### src/rtl/rr_arbiter8.sv
// rr_arbiter8: eight-way round-robin arbiter with a registered one-hot grant,
// its binary index, a valid flag and a bounded hold time. A grant is kept while
// its owner keeps requesting, and is forcibly rotated after MAX_HOLD cycles if
// somebody else is waiting (MAX_HOLD = 0 disables the limit).
module rr_arbiter8 #(
  parameter int unsigned MAX_HOLD = 16
) (
  input  logic       clk,
  input  logic       rst_n,
  input  logic [7:0] i_req,
  output logic [7:0] o_gnt,
  output logic [2:0] o_gnt_idx,
  output logic       o_gnt_vld,
  output logic       o_timeout
);

  localparam logic [0:0] ST_IDLE  = 1'b0;
  localparam logic [0:0] ST_GRANT = 1'b1;

  localparam bit         HOLD_EN   = (MAX_HOLD != 0);
  localparam logic [7:0] HOLD_LAST = (MAX_HOLD == 0) ? 8'd0 : 8'(MAX_HOLD - 1);

  logic [0:0] state_q, state_d;
  logic [2:0] own_q,   own_d;
  logic [2:0] ptr_q,   ptr_d;
  logic [7:0] hcnt_q,  hcnt_d;
  logic       tmo_q,   tmo_d;

  logic [7:0] own_onehot;
  logic [7:0] search_req;
  logic       win_vld;
  logic [2:0] win_idx;

  // First set bit of req scanning start, start+1, ... modulo 8.
  // Returns {found, index}.
  function automatic logic [3:0] rr_pick(input logic [7:0] req, input logic [2:0] start);
    logic [15:0] dbl;
    logic [7:0]  rot;
    logic        found;
    logic [2:0]  idx;
    dbl   = {req, req} >> start;
    rot   = dbl[7:0];
    found = 1'b0;
    idx   = 3'd0;
    for (int unsigned i = 0; i < 8; i++) begin
      if (!found && rot[i]) begin
        found = 1'b1;
        idx   = start + 3'(i);
      end
    end
    return {found, idx};
  endfunction

  // Search winner; while granting, the owner's own bit is excluded so one
  // search serves both release (bit already low) and forced rotation.
  always_comb begin
    own_onehot = 8'b1 << own_q;
    search_req = i_req & ((state_q == ST_GRANT) ? ~own_onehot : '1);
    {win_vld, win_idx} = rr_pick(search_req, ptr_q);
  end

  // Next-state: idle grant, release/handover, hold counting and timeout rotation.
  always_comb begin
    state_d = state_q;
    own_d   = own_q;
    ptr_d   = ptr_q;
    hcnt_d  = hcnt_q;
    tmo_d   = 1'b0;
    case (state_q)
      ST_IDLE: begin
        if (win_vld) begin
          state_d = ST_GRANT;
          own_d   = win_idx;
          ptr_d   = win_idx + 3'd1;
          hcnt_d  = '0;
        end
      end
      ST_GRANT: begin
        if (!i_req[own_q]) begin
          if (win_vld) begin
            own_d  = win_idx;
            ptr_d  = win_idx + 3'd1;
            hcnt_d = '0;
          end else begin
            state_d = ST_IDLE;
          end
        end else if (HOLD_EN && (hcnt_q == HOLD_LAST)) begin
          hcnt_d = '0;
          if (win_vld) begin
            own_d = win_idx;
            ptr_d = win_idx + 3'd1;
            tmo_d = 1'b1;
          end
        end else if (hcnt_q != 8'hFF) begin
          hcnt_d = hcnt_q + 8'd1;
        end
      end
      default: state_d = ST_IDLE;
    endcase
  end

  // State registers; reset drops any grant without waiting for a clock edge.
  always_ff @(posedge clk or negedge rst_n) begin
    if (!rst_n) begin
      state_q <= ST_IDLE;
      own_q   <= '0;
      ptr_q   <= '0;
      hcnt_q  <= '0;
      tmo_q   <= 1'b0;
    end else begin
      state_q <= state_d;
      own_q   <= own_d;
      ptr_q   <= ptr_d;
      hcnt_q  <= hcnt_d;
      tmo_q   <= tmo_d;
    end
  end

  // Outputs decoded straight from registered state.
  always_comb begin
    o_gnt     = (state_q == ST_GRANT) ? own_onehot : '0;
    o_gnt_idx = own_q;
    o_gnt_vld = (state_q == ST_GRANT);
    o_timeout = tmo_q;
  end

endmodule

### config.mk
export PLATFORM = sky130hd
export DESIGN_NAME = rr_arbiter8
export DESIGN_NICKNAME = d
export VERILOG_FILES = /design/src/rtl/rr_arbiter8.sv
export SDC_FILE = /design/constraint.sdc
export NUM_CORES = 1
export LEC_CHECK = 0
export CAP_MARGIN = 20
export CELL_PAD_IN_SITES_DETAIL_PLACEMENT = 1
export CELL_PAD_IN_SITES_GLOBAL_PLACEMENT = 2
export CORE_UTILIZATION = 27
export DETAILED_ROUTE_END_ITERATION = 8
export PLACE_DENSITY = 0.68
export SETUP_SLACK_MARGIN = 0.2
export SLEW_MARGIN = 20
export SYNTH_ARGS = -nofsm -noshare
export SYNTH_HDL_FRONTEND = slang
export SYNTH_SLANG_ARGS = --single-unit
### constraint.sdc
create_clock -name clk -period 3.7 [get_ports clk]
set_input_delay 0.74 -clock clk [delete_from_list [all_inputs] [get_ports clk]]
set_output_delay 0.74 -clock clk [all_outputs]
set_load 0.02 [all_outputs]
==> results.cfg, run 1 <==
[cells_and_area]
final_net_count = 364
final_cell_area_um2 = 3250
num_antenna_cells = 0
fillCellCount = 898
fraction_of_final_layout_cells_with_drive_strength_greater_than_1 = 0.399
layout_utilization = 0.441
final-instance-count-excl-fill = 447
layout-area-overhead-vs-synth_pct = 56.1

[logic_synthesis]
ys_top_cells_by_count = 33 x sky130_fd_sc_hd__nand2_1, 16 x sky130_fd_sc_hd__dfrtp_1, 15 x sky130_fd_sc_hd__o21ai_0, 14 x sky130_fd_sc_hd__nor2_1, 13 x sky130_fd_sc_hd__inv_1
post-synth-top-area-cell = sky130_fd_sc_hd__dfrtp_1
synth-seq-cells = 16
yosysSeqAreaShare = 0.192
synthesis.instances = 262
postSynthAreaPerCell_um2 = 7.96
ys_warn_count = 0
synth_top_area_frac = 0.192
mappedNetlistNets = 276
distinct_cell_type_count_of_the_synthesized_netlist = 73
number_of_enable_flip_flop_cells_after_synthesis = 0
ys.flop_type = sky130_fd_sc_hd__dfrtp_1
post_synth_main_area_contributors = sky130_fd_sc_hd__dfrtp_1 19%, sky130_fd_sc_hd__nand2_1 5.9%, sky130_fd_sc_hd__mux4_2 4.3%
syn_area_um2 = 2080
postSynth.asyncResetShare = 1.00
yosys.cell_count.top_type = sky130_fd_sc_hd__nand2_1

[sta]
transition_at_the_pin_with_the_smallest_max_transition_slack_ns = 0.721
setup_slack_ns = 0.282
min_period_ns = 3.42
finalClockSkew_ns = 0.00645
final-setup-viol-count = 0
timing.final.crit_share = 0.924
setup_tns_ns = 0
max_clock_freq_ghz = 0.293
fin_hold_ws_ns = 0.511
timing.final.max_slew_violations = 0
grt_setup_unrepaired = true
final-hold-violation-count = 0
slew-limit-headroom = 0.518

[clock_network]
path_clk_slew_ns = 0.06
cts_tree = done
cts-hold-fix-buffers = 0
root_buffer = sky130_fd_sc_hd__clkbuf_8
cts_inserted_buffers = 3
clock_sinks = 16
insertion_delay_to_the_later_sink_of_the_worst_skew_pair_ns = 0.25
cts_htree_levels = 1
cts_buffer_depth = 2

[worst_setup_path]
worstSetupPathType = reg -> reg
critical_path_s_slowest_cell = sky130_fd_sc_hd__dfrtp_2
number_of_buffer_and_inverter_stages_on_the_critical_path = 4
worst-path-max-fanout = 7
reg2reg_slack_ns = 0.28
worstSetupEndpointType = flop
startpoint_type = flop
worst-r2r-cell-count = 16
r2r_path_end = ptr_q[2]$_DFFE_PN0P_
critical_path.cell_chain = buf_2 > nand4_1 > buf_4 > nand3_1 > a31o_4 > mux2i_2 > buf_4 > and2_1 > o31ai_2 > a22oi_1 > a311o_1 > a21boi_1 > ha_1 > inv_1 > nor2_1 > a221o_1
crit_path_most_repeated_cell = sky130_fd_sc_hd__buf_4
rr_startpoint = o_gnt_idx[2]$_DFFE_PN0P_
worst_path_largest_cell_delay_ns = 0.46
timing.critical_path.max_delay_family = compound AO/OA/AOI/OAI gates
worst-endpoint-required_ns = 3.83
worst_ep_arrival_time_ns = 3.55

[flow_run]
drv_cap = 0

[floorplan]
core-area_um2 = 7370
fp.dieH_um = 89.9
effective_utilization_at_floorplan = 0.283
die_area_um2 = 8080
rows = 31
ios = 23
fp.dieW_um = 89.9

[min_path]
holdCritPathClass = reg -> reg
hold_depth = 1
worst_hold_path.endpoint = hcnt_q[3]$_DFFE_PN0P_
hold_start = hcnt_q[3]$_DFFE_PN0P_

[place]
post-dp-hpwl_mm = 6.18
dp_slack_ns = -0.287
dpl.cell_count = 424
dpl_cell_area_um2 = 2790
port_buffers = 22
routabilityCongestion = 0.877

[status]
outcome = complete, no violations

[routing]
total_via_count_in_the_routed_design = 2522
routed_wl_mm = 8.63
drt_antenna_net_count = 0
viasPerCell = 5.64
first_pass_iters = 4
wl_met2_mm = 4.42
avg_wl_per_cell_um = 19.3
drc_violations = 0
dr.first_iter.drc_count = 172
highest-signal-layer = met4
detailroute.wirelength.met3_um = 235
wl_met1_mm = 3.94

[power]
internal_power_mw = 1.83
p_sw_frac = 0.483
fin_total_pwr_mw = 3.54
p_per_area_nw_per_um2 = 1090
power_frac_seq = 0.097
switchingPower_mw = 1.71
power_leakage_nw = 1.40
clock_power_share = 0.036
power_frac_comb = 0.867
max-vdd-ir-drop_mv = 0.521

[grt]
grt_antenna_before_repair = 0
gr-total-overflow = 0
via_count_of_the_first_global_routing_pass = 2523
grt_util_all_layers = 0.200
grt_pass1_wl_mm = 13.2
maximum_number_of_pins_on_one_net_before_global_route_repair = 27
-- cells by family after synthesis --
group / Yosys count / synth area share
AOI/OAI and AO/OA: 80 / 0.285
xor gates and xnor gates: 2 / 0.00840
adders and majority gates: 4 / 0.0240
buffers and inverters: 35 / 0.0732
DFF: 16 / 0.192
muxes: 17 / 0.112
and+or+nand+nor: 108 / 0.306
-- repair_timing --
item                                    CTS  global route
gates resized for setup                  21            42
endpoints found under the setup margin    5            11
cloned                                    0             1
pin swaps                                 3            11
setup buffers                             2            17
-- layout by cell type, fill, tap and decap left out, drive strengths merged, types with 3 or more instances in the layout --
| cell | n |
|---|---|
| o311a | 3 |
| nor3b | 5 |
| dfrtp | 16 |
| o32ai | 11 |
| or4 | 3 |
| o211ai | 4 |
| o21ai | 15 |
| clkbuf | 4 |
| mux4 | 4 |
| mux2 | 5 |
| ha | 4 |
| mux2i | 8 |
| nand2b | 8 |
| nor3 | 8 |
| o22ai | 5 |
| and3 | 7 |
| nand2 | 33 |
| clkdlybuf4s50 | 16 |
| buf | 78 |
| nor4b | 3 |
| dlygate4sd2 | 4 |
| o31ai | 3 |
| a21oi | 10 |
| nor2 | 14 |
| nand3 | 7 |
| nor4 | 3 |
| inv | 13 |
| and4 | 3 |
| nand4b | 3 |
-- worst reg2reg max path, stage by stage, from the launching register on --
cell and delay, ns:
sky130_fd_sc_hd__dfrtp_2 0.46, sky130_fd_sc_hd__buf_2 0.21, sky130_fd_sc_hd__nand4_1 0.26, sky130_fd_sc_hd__buf_4 0.24
sky130_fd_sc_hd__nand3_1 0.11, sky130_fd_sc_hd__a31o_4 0.20, sky130_fd_sc_hd__mux2i_2 0.10, sky130_fd_sc_hd__buf_4 0.16
sky130_fd_sc_hd__and2_1 0.15, sky130_fd_sc_hd__o31ai_2 0.25, sky130_fd_sc_hd__a22oi_1 0.10, sky130_fd_sc_hd__a311o_1 0.34
sky130_fd_sc_hd__a21boi_1 0.13, sky130_fd_sc_hd__ha_1 0.18, sky130_fd_sc_hd__inv_1 0.07, sky130_fd_sc_hd__nor2_1 0.05
sky130_fd_sc_hd__a221o_1 0.31
-- worst max path at each step --
| stage | cells after the start | slack [ns] | from | endpoint |
|---|---|---|---|---|
| 6_report | 16 | 0.28 | o_gnt_idx[2]$_DFFE_PN0P_ | ptr_q[2]$_DFFE_PN0P_ |
| 5_1_grt | 17 | 0.15 | o_gnt_idx[1]$_DFFE_PN0P_ | ptr_q[2]$_DFFE_PN0P_ |
| 4_1_cts | 13 | 0.20 | i_req[7] | ptr_q[2]$_DFFE_PN0P_ |
| 3_5_place_dp | 11 | -0.29 | i_req[2] | ptr_q[2]$_DFFE_PN0P_ |
| 3_3_place_gp | 11 | -0.24 | i_req[2] | ptr_q[2]$_DFFE_PN0P_ |
| 2_1_floorplan | 13 | 0.32 | o_gnt_idx[1]$_DFFE_PN0P_ | ptr_q[2]$_DFFE_PN0P_ |
-- power by group through the flow --
stage	sequential, mW	combinational (mW)	clock (mW)
after detailed placement	0.352	2.51	0
final	0.343	3.07	0.129
after CTS	0.360	2.67	0.134
after global placement	0.348	2.49	0
after global routing	0.353	3.31	0.144
after floorplan	0.289	1.55	0
-- cell type report --
class / instances / area [µm²] / area share
clock buffer: 3 / 41.3 / 0.0127
multi-input combinational: 212 / 1790 / 0.551
timing repair buffer: 101 / 822 / 0.253
tap: 99 / 124 / 0.0381
inverter: 16 / 63.8 / 0.0196
sequential: 16 / 409 / 0.126
-- sequential cells by signal (all words and copies together), names as in the netlist --
| signal | count |
|---|---|
| hcnt_q | 8 |
| ptr_q | 3 |
| o_timeout | 1 |
| o_gnt_idx | 3 |
| o_gnt_vld | 1 |
-- routing by layer --
layer	vias up	global-route usage
met5	-	0
met4	0	0.0296
met3	7	0.0161
met2	52	0.362
met1	1266	0.264
li1	1197	-
No activity file was read; power rests on OpenSTA's default activity.
==> inputs of run 2 (changes only) <==
ABC_AREA = 0   (was unset)
CAP_MARGIN = 30   (was 20)
CORE_ASPECT_RATIO = 0.7   (was unset)
==> run 2 against run 1 <==
  * Sequential share of layout area down 0.096 points
  * Global-route usage up 1.6 points
  * Non-clock buffer count down 3
  * Utilization fell by 0.16 points
  * Wire length rose by 5.6%
  * Critical path type unchanged
  * Critical endpoint unchanged
==> results.cfg, run 2 (synthesis results as in run 1) <==
[sta]
final-setup-viol-count = 0
max_clock_freq_ghz = 0.290
min_period_ns = 3.45
slew-limit-headroom = 0.484
transition_at_the_pin_with_the_smallest_max_transition_slack_ns = 0.771
final-hold-violation-count = 0
timing.final.max_slew_violations = 0
grt_setup_unrepaired = false
setup_slack_ns = 0.249
timing.final.crit_share = 0.933
finalClockSkew_ns = 0.000729

[routing]
viasPerCell = 5.71
avg_wl_per_cell_um = 20.6
drt_antenna_net_count = 0
total_via_count_in_the_routed_design = 2529
drc_violations = 0
dr.first_iter.drc_count = 196
first_pass_iters = 5
routed_wl_mm = 9.12

[grt]
grt_util_all_layers = 0.216
gr-total-overflow = 0
maximum_number_of_pins_on_one_net_before_global_route_repair = 27
grt_antenna_before_repair = 0
via_count_of_the_first_global_routing_pass = 2399
grt_pass1_wl_mm = 13.4

[worst_setup_path]
worst_path_largest_cell_delay_ns = 0.51
startpoint_type = flop
critical_path_s_slowest_cell = sky130_fd_sc_hd__mux4_2
number_of_buffer_and_inverter_stages_on_the_critical_path = 5
crit_path_most_repeated_cell = sky130_fd_sc_hd__buf_4
rr_startpoint = o_gnt_idx[2]$_DFFE_PN0P_
worst_ep_arrival_time_ns = 3.58
timing.critical_path.max_delay_family = compound AO/OA/AOI/OAI gates
reg2reg_slack_ns = 0.25
r2r_path_end = ptr_q[2]$_DFFE_PN0P_
worstSetupPathType = reg -> reg
worst-path-max-fanout = 7
worstSetupEndpointType = flop
worst-r2r-cell-count = 15
worst-endpoint-required_ns = 3.83
critical_path.cell_chain = nor4b_4 > buf_4 > buf_4 > o32ai_1 > buf_4 > mux4_2 > buf_4 > nand4b_4 > o21ai_2 > a311o_1 > a21boi_2 > ha_2 > inv_2 > nor2_1 > a221o_1

[clock_network]
clock_sinks = 16
cts_tree = done
path_clk_slew_ns = 0.06
cts-hold-fix-buffers = 0
cts_buffer_depth = 2
root_buffer = sky130_fd_sc_hd__clkbuf_8
insertion_delay_to_the_later_sink_of_the_worst_skew_pair_ns = 0.24
cts_htree_levels = 1
cts_inserted_buffers = 3

[floorplan]
effective_utilization_at_floorplan = 0.282
rows = 26
fp.dieW_um = 107
ios = 23
fp.dieH_um = 75.5
die_area_um2 = 8080
core-area_um2 = 7380

[min_path]
hold_start = hcnt_q[2]$_DFFE_PN0P_
hold_depth = 1
holdCritPathClass = reg -> reg
worst_hold_path.endpoint = hcnt_q[2]$_DFFE_PN0P_

[cells_and_area]
final_net_count = 360
fillCellCount = 874
commonest_non_fill_non_tap_cell_in_the_layout = sky130_fd_sc_hd__buf_4
layout.cells.most_common_list = 69 x sky130_fd_sc_hd__buf_4, 33 x sky130_fd_sc_hd__nand2_1, 14 x sky130_fd_sc_hd__o21ai_0, 14 x sky130_fd_sc_hd__clkdlybuf4s50_1, 13 x sky130_fd_sc_hd__nor2_1
num_antenna_cells = 0
fraction_of_final_layout_cells_with_drive_strength_greater_than_1 = 0.423
final-instance-count-excl-fill = 443
final_cell_area_um2 = 3250
largest_reg_flops = 8
layout-area-overhead-vs-synth_pct = 55.8
largest_register = hcnt_q

[place]
dpl_cell_area_um2 = 2760
post-dp-hpwl_mm = 6.68
port_buffers = 22
routabilityCongestion = 0.863
dpl.cell_count = 420
dp_slack_ns = -0.277

[status]
outcome = complete, no violations

[power]
max-vdd-ir-drop_mv = 0.489
power_leakage_nw = 1.40
p_per_area_nw_per_um2 = 1170

[flow_run]
drv_cap = 0
## run 2: layer usage
| metal | track usage | wire, µm | share of wire | vias to the layer above |
|---|---|---|---|---|
| met2 | 0.313 | 3880 | 0.43 | 70 |
| li1 | - | - | - | 1182 |
| met3 | 0.0299 | 503 | 0.055 | 8 |
| met5 | 0 | 0 | 0 | - |
| met1 | 0.348 | 4670 | 0.51 | 1269 |
| met4 | 0.00761 | 57 | 0.0063 | 0 |
## run 2: worst register-to-register path, stage by stage, from the launching register on
cell,delay [ns]
sky130_fd_sc_hd__dfrtp_2,0.47
sky130_fd_sc_hd__nor4b_4,0.39
sky130_fd_sc_hd__buf_4,0.20
sky130_fd_sc_hd__buf_4,0.10
sky130_fd_sc_hd__o32ai_1,0.06
sky130_fd_sc_hd__buf_4,0.16
sky130_fd_sc_hd__mux4_2,0.51
sky130_fd_sc_hd__buf_4,0.17
sky130_fd_sc_hd__nand4b_4,0.11
sky130_fd_sc_hd__o21ai_2,0.07
sky130_fd_sc_hd__a311o_1,0.35
sky130_fd_sc_hd__a21boi_2,0.16
sky130_fd_sc_hd__ha_2,0.19
sky130_fd_sc_hd__inv_2,0.05
sky130_fd_sc_hd__nor2_1,0.04
sky130_fd_sc_hd__a221o_1,0.30
## run 2: power by group
part           switching, mW  internal (mW)
clock                 0.0597         0.0942
combinational           1.70           1.62
sequential            0.0848          0.235
## run 2: how the worst max path moves through the flow
stage | from | end | cells after the start
floorplan | o_gnt_idx[1]$_DFFE_PN0P_ | ptr_q[2]$_DFFE_PN0P_ | 13
detailed placement | i_req[5] | ptr_q[2]$_DFFE_PN0P_ | 14
global route | o_gnt_idx[1]$_DFFE_PN0P_ | ptr_q[2]$_DFFE_PN0P_ | 13
global placement | i_req[5] | ptr_q[2]$_DFFE_PN0P_ | 14
finish | o_gnt_idx[2]$_DFFE_PN0P_ | ptr_q[2]$_DFFE_PN0P_ | 15
CTS | o_gnt_idx[2]$_DFFE_PN0P_ | ptr_q[2]$_DFFE_PN0P_ | 16
## run 2: area by class of cell
class	instances	area, µm²	share of cell area
Inverter	16	60.1	0.0185
Timing Repair Buffer	98	807	0.248
Multi-Input combinational cell	211	1800	0.554
Clock buffer	4	55.1	0.0169
Tap cell	98	123	0.0378
Sequential cell	16	405	0.125
## run 2: metrics by stage
step | hold slack, ns | utilization | power, mW | TNS, ns
global route | 0.539 | 0.440 | 4.05 | 0
global placement | 0.494 | 0.374 | 2.89 | -0.266
CTS | 0.518 | 0.396 | 3.24 | 0
detailed placement | 0.509 | 0.374 | 2.94 | -0.593
finish | 0.518 | 0.440 | 3.79 | 0
floorplan | 0.444 | - | 1.84 | 0
## run 2: what timing repair did
item                       CTS  global route
pin swaps                    8            17
gates resized for setup     23            47
buffers inserted             5            14
setup endpoints to repair    2             2
==> inputs of run 3 (changes only) <==
HOLD_SLACK_MARGIN = 0.1   (was unset)
==> results of run 3 <==
Same layout as run 2: the final DEF is identical, and so are final timing and power.
